[src/rtl/buffer.sv]
// -----------------------------------------------------------------------------
// buffer
//   Four-lane ingress FIFO. Each cycle it accepts either one word from lane 0
//   or, in multi-width mode, four words from lanes 0..3 at once (lane 0 is
//   the oldest). It drains one word per cycle into a registered output. There
//   is no downstream backpressure; producers are throttled by the per-lane
//   ready flags and by full.
//
// Parameters
//   DATA_WIDTH  width of every lane and of out_data
//   DEPTH       number of entries, power of two and >= 4
//
// Ports
//   clk          single clock, all state updates on the rising edge
//   rst          asynchronous active-low reset
//   in_ready     producers present valid data this cycle
//   multi_width  0: single write from in_data0, 1: four-lane write
//   in_data0..3  lane data
//   ready0..3    lane k is accepted if in_ready=1 this cycle
//   out_data     most recently drained word (registered)
//   full         count == DEPTH
// -----------------------------------------------------------------------------
module buffer #(
    parameter int unsigned DATA_WIDTH = 40,
    parameter int unsigned DEPTH      = 8
) (
    input  logic                  clk,
    input  logic                  rst,
    input  logic                  in_ready,
    input  logic                  multi_width,
    input  logic [DATA_WIDTH-1:0] in_data0,
    input  logic [DATA_WIDTH-1:0] in_data1,
    input  logic [DATA_WIDTH-1:0] in_data2,
    input  logic [DATA_WIDTH-1:0] in_data3,
    output logic                  ready0,
    output logic                  ready1,
    output logic                  ready2,
    output logic                  ready3,
    output logic [DATA_WIDTH-1:0] out_data,
    output logic                  full
);

    localparam int unsigned AW    = $clog2(DEPTH);
    localparam int unsigned CW    = AW + 1;
    localparam int unsigned LANES = 4;

    localparam logic [CW-1:0] CNT_DEPTH     = CW'(DEPTH);
    localparam logic [CW-1:0] CNT_MULTI_MAX = CW'(DEPTH - LANES);

    // Storage (not reset; a location is never read before it is written)
    logic [DATA_WIDTH-1:0] mem [DEPTH];

    // Registered state
    logic [AW-1:0]         wp_q,    wp_d;
    logic [AW-1:0]         rp_q,    rp_d;
    logic [CW-1:0]         count_q, count_d;
    logic [DATA_WIDTH-1:0] out_q,   out_d;

    // Combinational helpers
    logic                  room_one;
    logic                  room_four;
    logic                  wr_en;
    logic                  drain;
    logic [CW-1:0]         wr_words;
    logic [DATA_WIDTH-1:0] lane     [LANES];
    logic [AW-1:0]         wr_idx   [LANES];
    logic                  lane_we  [LANES];

    // -------------------------------------------------------------------------
    // Ready flags: derived from the registered count only, so a drain in the
    // same cycle earns no credit and there is no path from in_ready/data.
    // -------------------------------------------------------------------------
    always_comb begin
        room_one  = (count_q != CNT_DEPTH);
        room_four = (count_q <= CNT_MULTI_MAX);

        ready0 = multi_width ? room_four : room_one;
        ready1 = multi_width & room_four;
        ready2 = multi_width & room_four;
        ready3 = multi_width & room_four;
    end

    // -------------------------------------------------------------------------
    // Write / drain decode and next-state
    // -------------------------------------------------------------------------
    always_comb begin
        lane[0] = in_data0;
        lane[1] = in_data1;
        lane[2] = in_data2;
        lane[3] = in_data3;

        // Writes while ready0=0 are dropped without touching any state.
        wr_en = in_ready & ready0;
        drain = (count_q != '0);

        if (!wr_en) begin
            wr_words = '0;
        end else if (multi_width) begin
            wr_words = CW'(LANES);
        end else begin
            wr_words = CW'(1);
        end

        // Consecutive slots from wp, wrapping modulo DEPTH by truncation, so
        // a four-word write straddling the array end splits with no gap.
        for (int unsigned k = 0; k < LANES; k++) begin
            wr_idx[k]  = wp_q + AW'(k);
            lane_we[k] = wr_en & (multi_width | (k == 0));
        end

        // Pointer advance truncates naturally; with DEPTH=4 a four-word
        // write leaves wp where it was, which is the correct modulo result.
        wp_d    = wp_q + wr_words[AW-1:0];
        rp_d    = rp_q + {{(AW-1){1'b0}}, drain};
        count_d = count_q + wr_words - {{AW{1'b0}}, drain};
        out_d   = drain ? mem[rp_q] : out_q;
    end

    // -------------------------------------------------------------------------
    // State registers
    // -------------------------------------------------------------------------
    always_ff @(posedge clk or negedge rst) begin
        if (!rst) begin
            wp_q    <= '0;
            rp_q    <= '0;
            count_q <= '0;
            out_q   <= '0;
        end else begin
            wp_q    <= wp_d;
            rp_q    <= rp_d;
            count_q <= count_d;
            out_q   <= out_d;
        end
    end

    // Storage write port. The drain reads mem[rp_q] only when count >= 1,
    // which never aliases the slot being written this cycle.
    always_ff @(posedge clk) begin
        for (int unsigned k = 0; k < LANES; k++) begin
            if (lane_we[k]) begin
                mem[wr_idx[k]] <= lane[k];
            end
        end
    end

    // -------------------------------------------------------------------------
    // Outputs
    // -------------------------------------------------------------------------
    assign out_data = out_q;
    assign full     = (count_q == CNT_DEPTH);

endmodule

[config.mk]
export PLATFORM = sky130hd
export DESIGN_NAME = buffer
export DESIGN_NICKNAME = d
export VERILOG_FILES = /design/src/rtl/buffer.sv
export SDC_FILE = /design/constraint.sdc
export NUM_CORES = 1
export LEC_CHECK = 0
export CAP_MARGIN = 20
export CELL_PAD_IN_SITES_DETAIL_PLACEMENT = 1
export CELL_PAD_IN_SITES_GLOBAL_PLACEMENT = 1
export CORE_MARGIN = 2
export CORE_UTILIZATION = 47
export DETAILED_ROUTE_END_ITERATION = 10
export PLACE_DENSITY_LB_ADDON = 0.1
export SLEW_MARGIN = 20
export SYNTH_ARGS = -nofsm -noshare
export SYNTH_HDL_FRONTEND = slang
export SYNTH_SLANG_ARGS = --single-unit
[constraint.sdc]
create_clock -name clk -period 6.5 [get_ports clk]
set_clock_uncertainty 0.2 [all_clocks]
set_input_delay 1.3 -clock clk [delete_from_list [all_inputs] [get_ports clk]]
set_output_delay 1.3 -clock clk [all_outputs]
set_load 0.05 [all_outputs]
Word-level counts from Yosys, hierarchy flattened --
Memory sizes are Yosys's and may differ from the RTL's. A register that Yosys moved wholly into a read port is not among the register bits. Index checks and enable logic that the tools add are counted.
Word-level totals: input bits 164, output and inout port bits 45, memories kept 1, word-level logic and storage cells 26, register bits 10, bits in writable memories 320
Cells by class: muxes and demuxes 7, equal/unequal tests 2, add/sub/neg operators 7, bitwise logic cells 3, reductions and logical operators 2, $lt $le $gt $ge 1
Memory list:
- mem | depth 8, bits a word 40, rd ports 1, clocked after memory_dff 1, write ports 4, line 51 | logic [DATA_WIDTH-1:0] mem [DEPTH];
Operators with widths (count):
- $add 3x2->3 const B | 2
- $mux 1 | 5
- $add 4x4->4 | 1
- $eq 4x4->1 const B | 1
- $le 4x3->1 const B | 1
- $mux 4 | 1
- $ne 4x4->1 const B | 1
- $reduce_bool 4->1 | 1
- $sub 4x1->4 | 1
- $add 3x1->3 | 1
- $add 3x1->3 const B | 1
- $add 3x3->3 | 1
- $and 1x1->1 | 3
- $mux 3 | 1
- $logic_not 1->1 | 1

Depth between registers and ports, before layout --
depth after elaboration 6, gate-level depth with buffers 12, gate-level depth less buffers 8

Worst setup path after synthesis --
No wires, ideal clock.
path type input to register, start point input multi_width, end point memory mem[6][0] (enable), arrival time 5.467 ns, stages on the path 4, buffers on the path 0, data required time 5.802 ns, slack 0.336 ns, cell sequence o21a_1 nor2_1 nand2_1 o31ai_1
RTL lines:
- start, declared | line 30 | input logic multi_width,
- end, declared | line 51

Worst setup path in the final report --
start point input multi_width, end point output ready2
Between the ends: cells in the longest elaborated chain, start to end 1
RTL lines:
- $and 1x1->1 | line 79 | ready2 = multi_width & room_four;
- end, declared | line 37 | output logic ready2,
No other way between the ends.

==> impl_metrics.yaml <==
critical_path:
  timing.rr.start: "wp_q[0]$_DFF_PN0_"
  rrSetupSlack_ns: 1.63
  cp.required_ns: 5.00
  endpoint_kind: "output port"
  critical_path_class: "input port to output port"
  worst_ep_arrival_time_ns: 3.46
  timing.rr.end: "mem[6][18]$_DFFE_PP_"
  cp_max_fo: 12
  ff2ff_path_depth: 9
  start_kind: "input port"
die:
  initial_core_util: 0.473
  row_count: 82
  coreArea_um2: 49900
  die_h_um: 228
  die_area_um2: 52000
  io_pins: 209
  dieWidth_um: 228
yosys:
  yosysWarnings: 0
  synth_edf_count: 320
  ys_ff_latch: 370
  syn_area_um2: 23600
  synth.yosys.seq_area_share: 0.461
  ys_types: 69
  async_reset_ff_frac: 0.135
  ys.flop_type: "edfxtp_1"
  synth_area_per_cell_um2: 11.1
  syn-num-nets: 2305
  syn_inst: 2131
cts:
  cts-root-buf: "clkbuf_16"
  clk_pin_slew_worst_paths_ns: 0.06
  cts_tree: "built"
  postCtsSetupRepairBufs: 0
  numCtsBuffers: 45
  holdBufCountCts: 0
  numClockSinks: 370
  clk_path_buf_depth: 3
  htree_levels: 2
  ctsResizeCount: 0
  insertion_delay_ns: 0.59
place:
  dp_hpwl_um: 57300
  dp.cells: 2716
  place_area_um2: 25800
  dp_slack_ns: 1.14
  place.gp.congestion: 0.882
  port_buffers: 208
routing:
  antenna_left: 0
  routed_wirelength_um: 97600
  dr.first_iter.drc_count: 2931
  wire_per_inst_um: 34.8
  drc: 0
  dr_total_vias: 21100
  dr.pass1.iters: 5
  vias_per_cell: 7.54
sta:
  slew_headroom: 0.227
  hold_viol_final: 0
  period_share: 0.764
  finalSetupTns_ns: 0
  tightest_slew_ns: 1.16
  drv_slew: 0
  finalWorstSetupSlack_ns: 1.54
  rsz0062_at_grt: "false"
  clock.fmax_ghz: 0.201
  hold_ws_ns: 0.282
  finalSetupViolCount: 0
  min_period_ns: 4.96
pwr:
  leakagePower_nw: 8.78
  ir_drop_mv: 0.352
  power_mw: 13.8
  power_density_nw_per_um2: 504
global_routing:
  grt.total_usage: 0.366
  grt_pass1_vias: 21900
  grt_max_degree: 150
  antenna_found_initial: 0
  overflow: 0
  grt_pass1_wl_um: 143000
hold_path:
  hold_path.class: "flip-flop to flip-flop"
  min_delay_path_depth: 2
  hold_start: "out_data[24]$_DFFE_PN0N_"
  hold_end: "out_data[24]$_DFFE_PN0N_"
finish:
  post-route-util: 0.549
  fillers: 5143
  drive_gt1_frac: 0.120
  n_antenna_cell: 0
  final_area_um2: 27400
  area_delta_synth_final_pct: 16.1
  nets: 2266
  stdcell_count: 2801
job:
  max_cap_violations: 0
status:
  run_status: "complete, no violations"
cell usage after synthesis (17+ instances only):
library cell	number	area [um^2]
nand2_1	105	394
a32o_1	17	170
nand3_1	58	290
nor2_1	166	623
a22oi_1	202	1520
dfrtp_1	50	1250
mux4_2	80	1800
a32oi_1	22	193
edfxtp_1	320	9610
o22ai_1	51	319
mux2i_1	81	811
a221o_1	206	2060
a22o_1	117	1020
buf_2	81	405
clkbuf_1	212	796
nor2b_1	45	282
clkbuf_2	29	145
o21ai_0	107	536
placed cells by master, fill, tap and decap left out, drive strengths merged, types with 5 or more instances in the layout:
cell type,instances
nor2b,45
clkdlybuf4s50,207
nand2,105
nor2,166
and3,5
a221o,206
o21ai,112
o31ai,5
a22oi,202
a32o,17
a22o,117
mux4,80
a211o,12
xnor2,9
a32oi,22
nand2b,8
dfrtp,50
o22ai,52
clkbuf,68
clkinv,8
mux2i,81
inv,15
edfxtp,320
nand3,58
a21oi,11
and2,15
ha,9
buf,56
a31oi,8
bufinv,5
critical path: stages:
cell and delay [ns]:
clkdlybuf4s50_1 0.76, nor3b_1 0.48, clkdlybuf4s50_1 0.91
routing by layer:
layer	wire length, um	GRT usage	share of wire
met1	37400	0.478	0.38
met2	45900	0.599	0.47
met3	9850	0.0676	0.10
met4	4480	0.159	0.046
met5	0	0	0
power by group:
group / internal [mW] / switching (mW) / leakage, nW
Clock: 1.60 / 1.07 / 0.744
Sequential: 3.40 / 0.555 / 3.50
Combinational: 2.47 / 4.69 / 4.54
Total: 7.46 / 6.32 / 8.78
registers in the layout (all words and copies together) (netlist names):
signal	cells
out_data	40
wp_q	3
count_q	4
mem	320
rp_q	3
area by class of cell:
cell class | instances | area (um^2) | area share
multi-input combinational | 1399 | 11500 | 0.419
sequential | 370 | 10900 | 0.397
timing repair buffer | 263 | 2600 | 0.0951
clock buffer | 68 | 1320 | 0.0480
tap | 672 | 841 | 0.0307
clock inverter | 16 | 215 | 0.00786
inverter | 13 | 53.8 | 0.00197
how the worst max path moves through the flow:
| stage | start | end | slack, ns | cells after the start |
|---|---|---|---|---|
| global route | multi_width | ready2 | 1.56 | 3 |
| CTS | multi_width | ready2 | 1.54 | 3 |
| finish | multi_width | ready2 | 1.54 | 3 |
| floorplan | multi_width | mem[6][0]$_DFFE_PP_ | 0.34 | 4 |
| detailed placement | multi_width | mem[2][13]$_DFFE_PP_ | 1.14 | 6 |
| global placement | multi_width | mem[2][16]$_DFFE_PP_ | 1.21 | 6 |
cells by family after synthesis:
group           Yosys count  share of synthesized area
flops                   370                      0.461
simple gates            425                     0.0827
compound gates          790                      0.269
xor+xnor                 13                    0.00515
mux                     161                      0.111
fa+ha+maj                10                    0.00563
buf+inv                 362                     0.0662
Note: power is estimated with default switching activity, not from simulation.
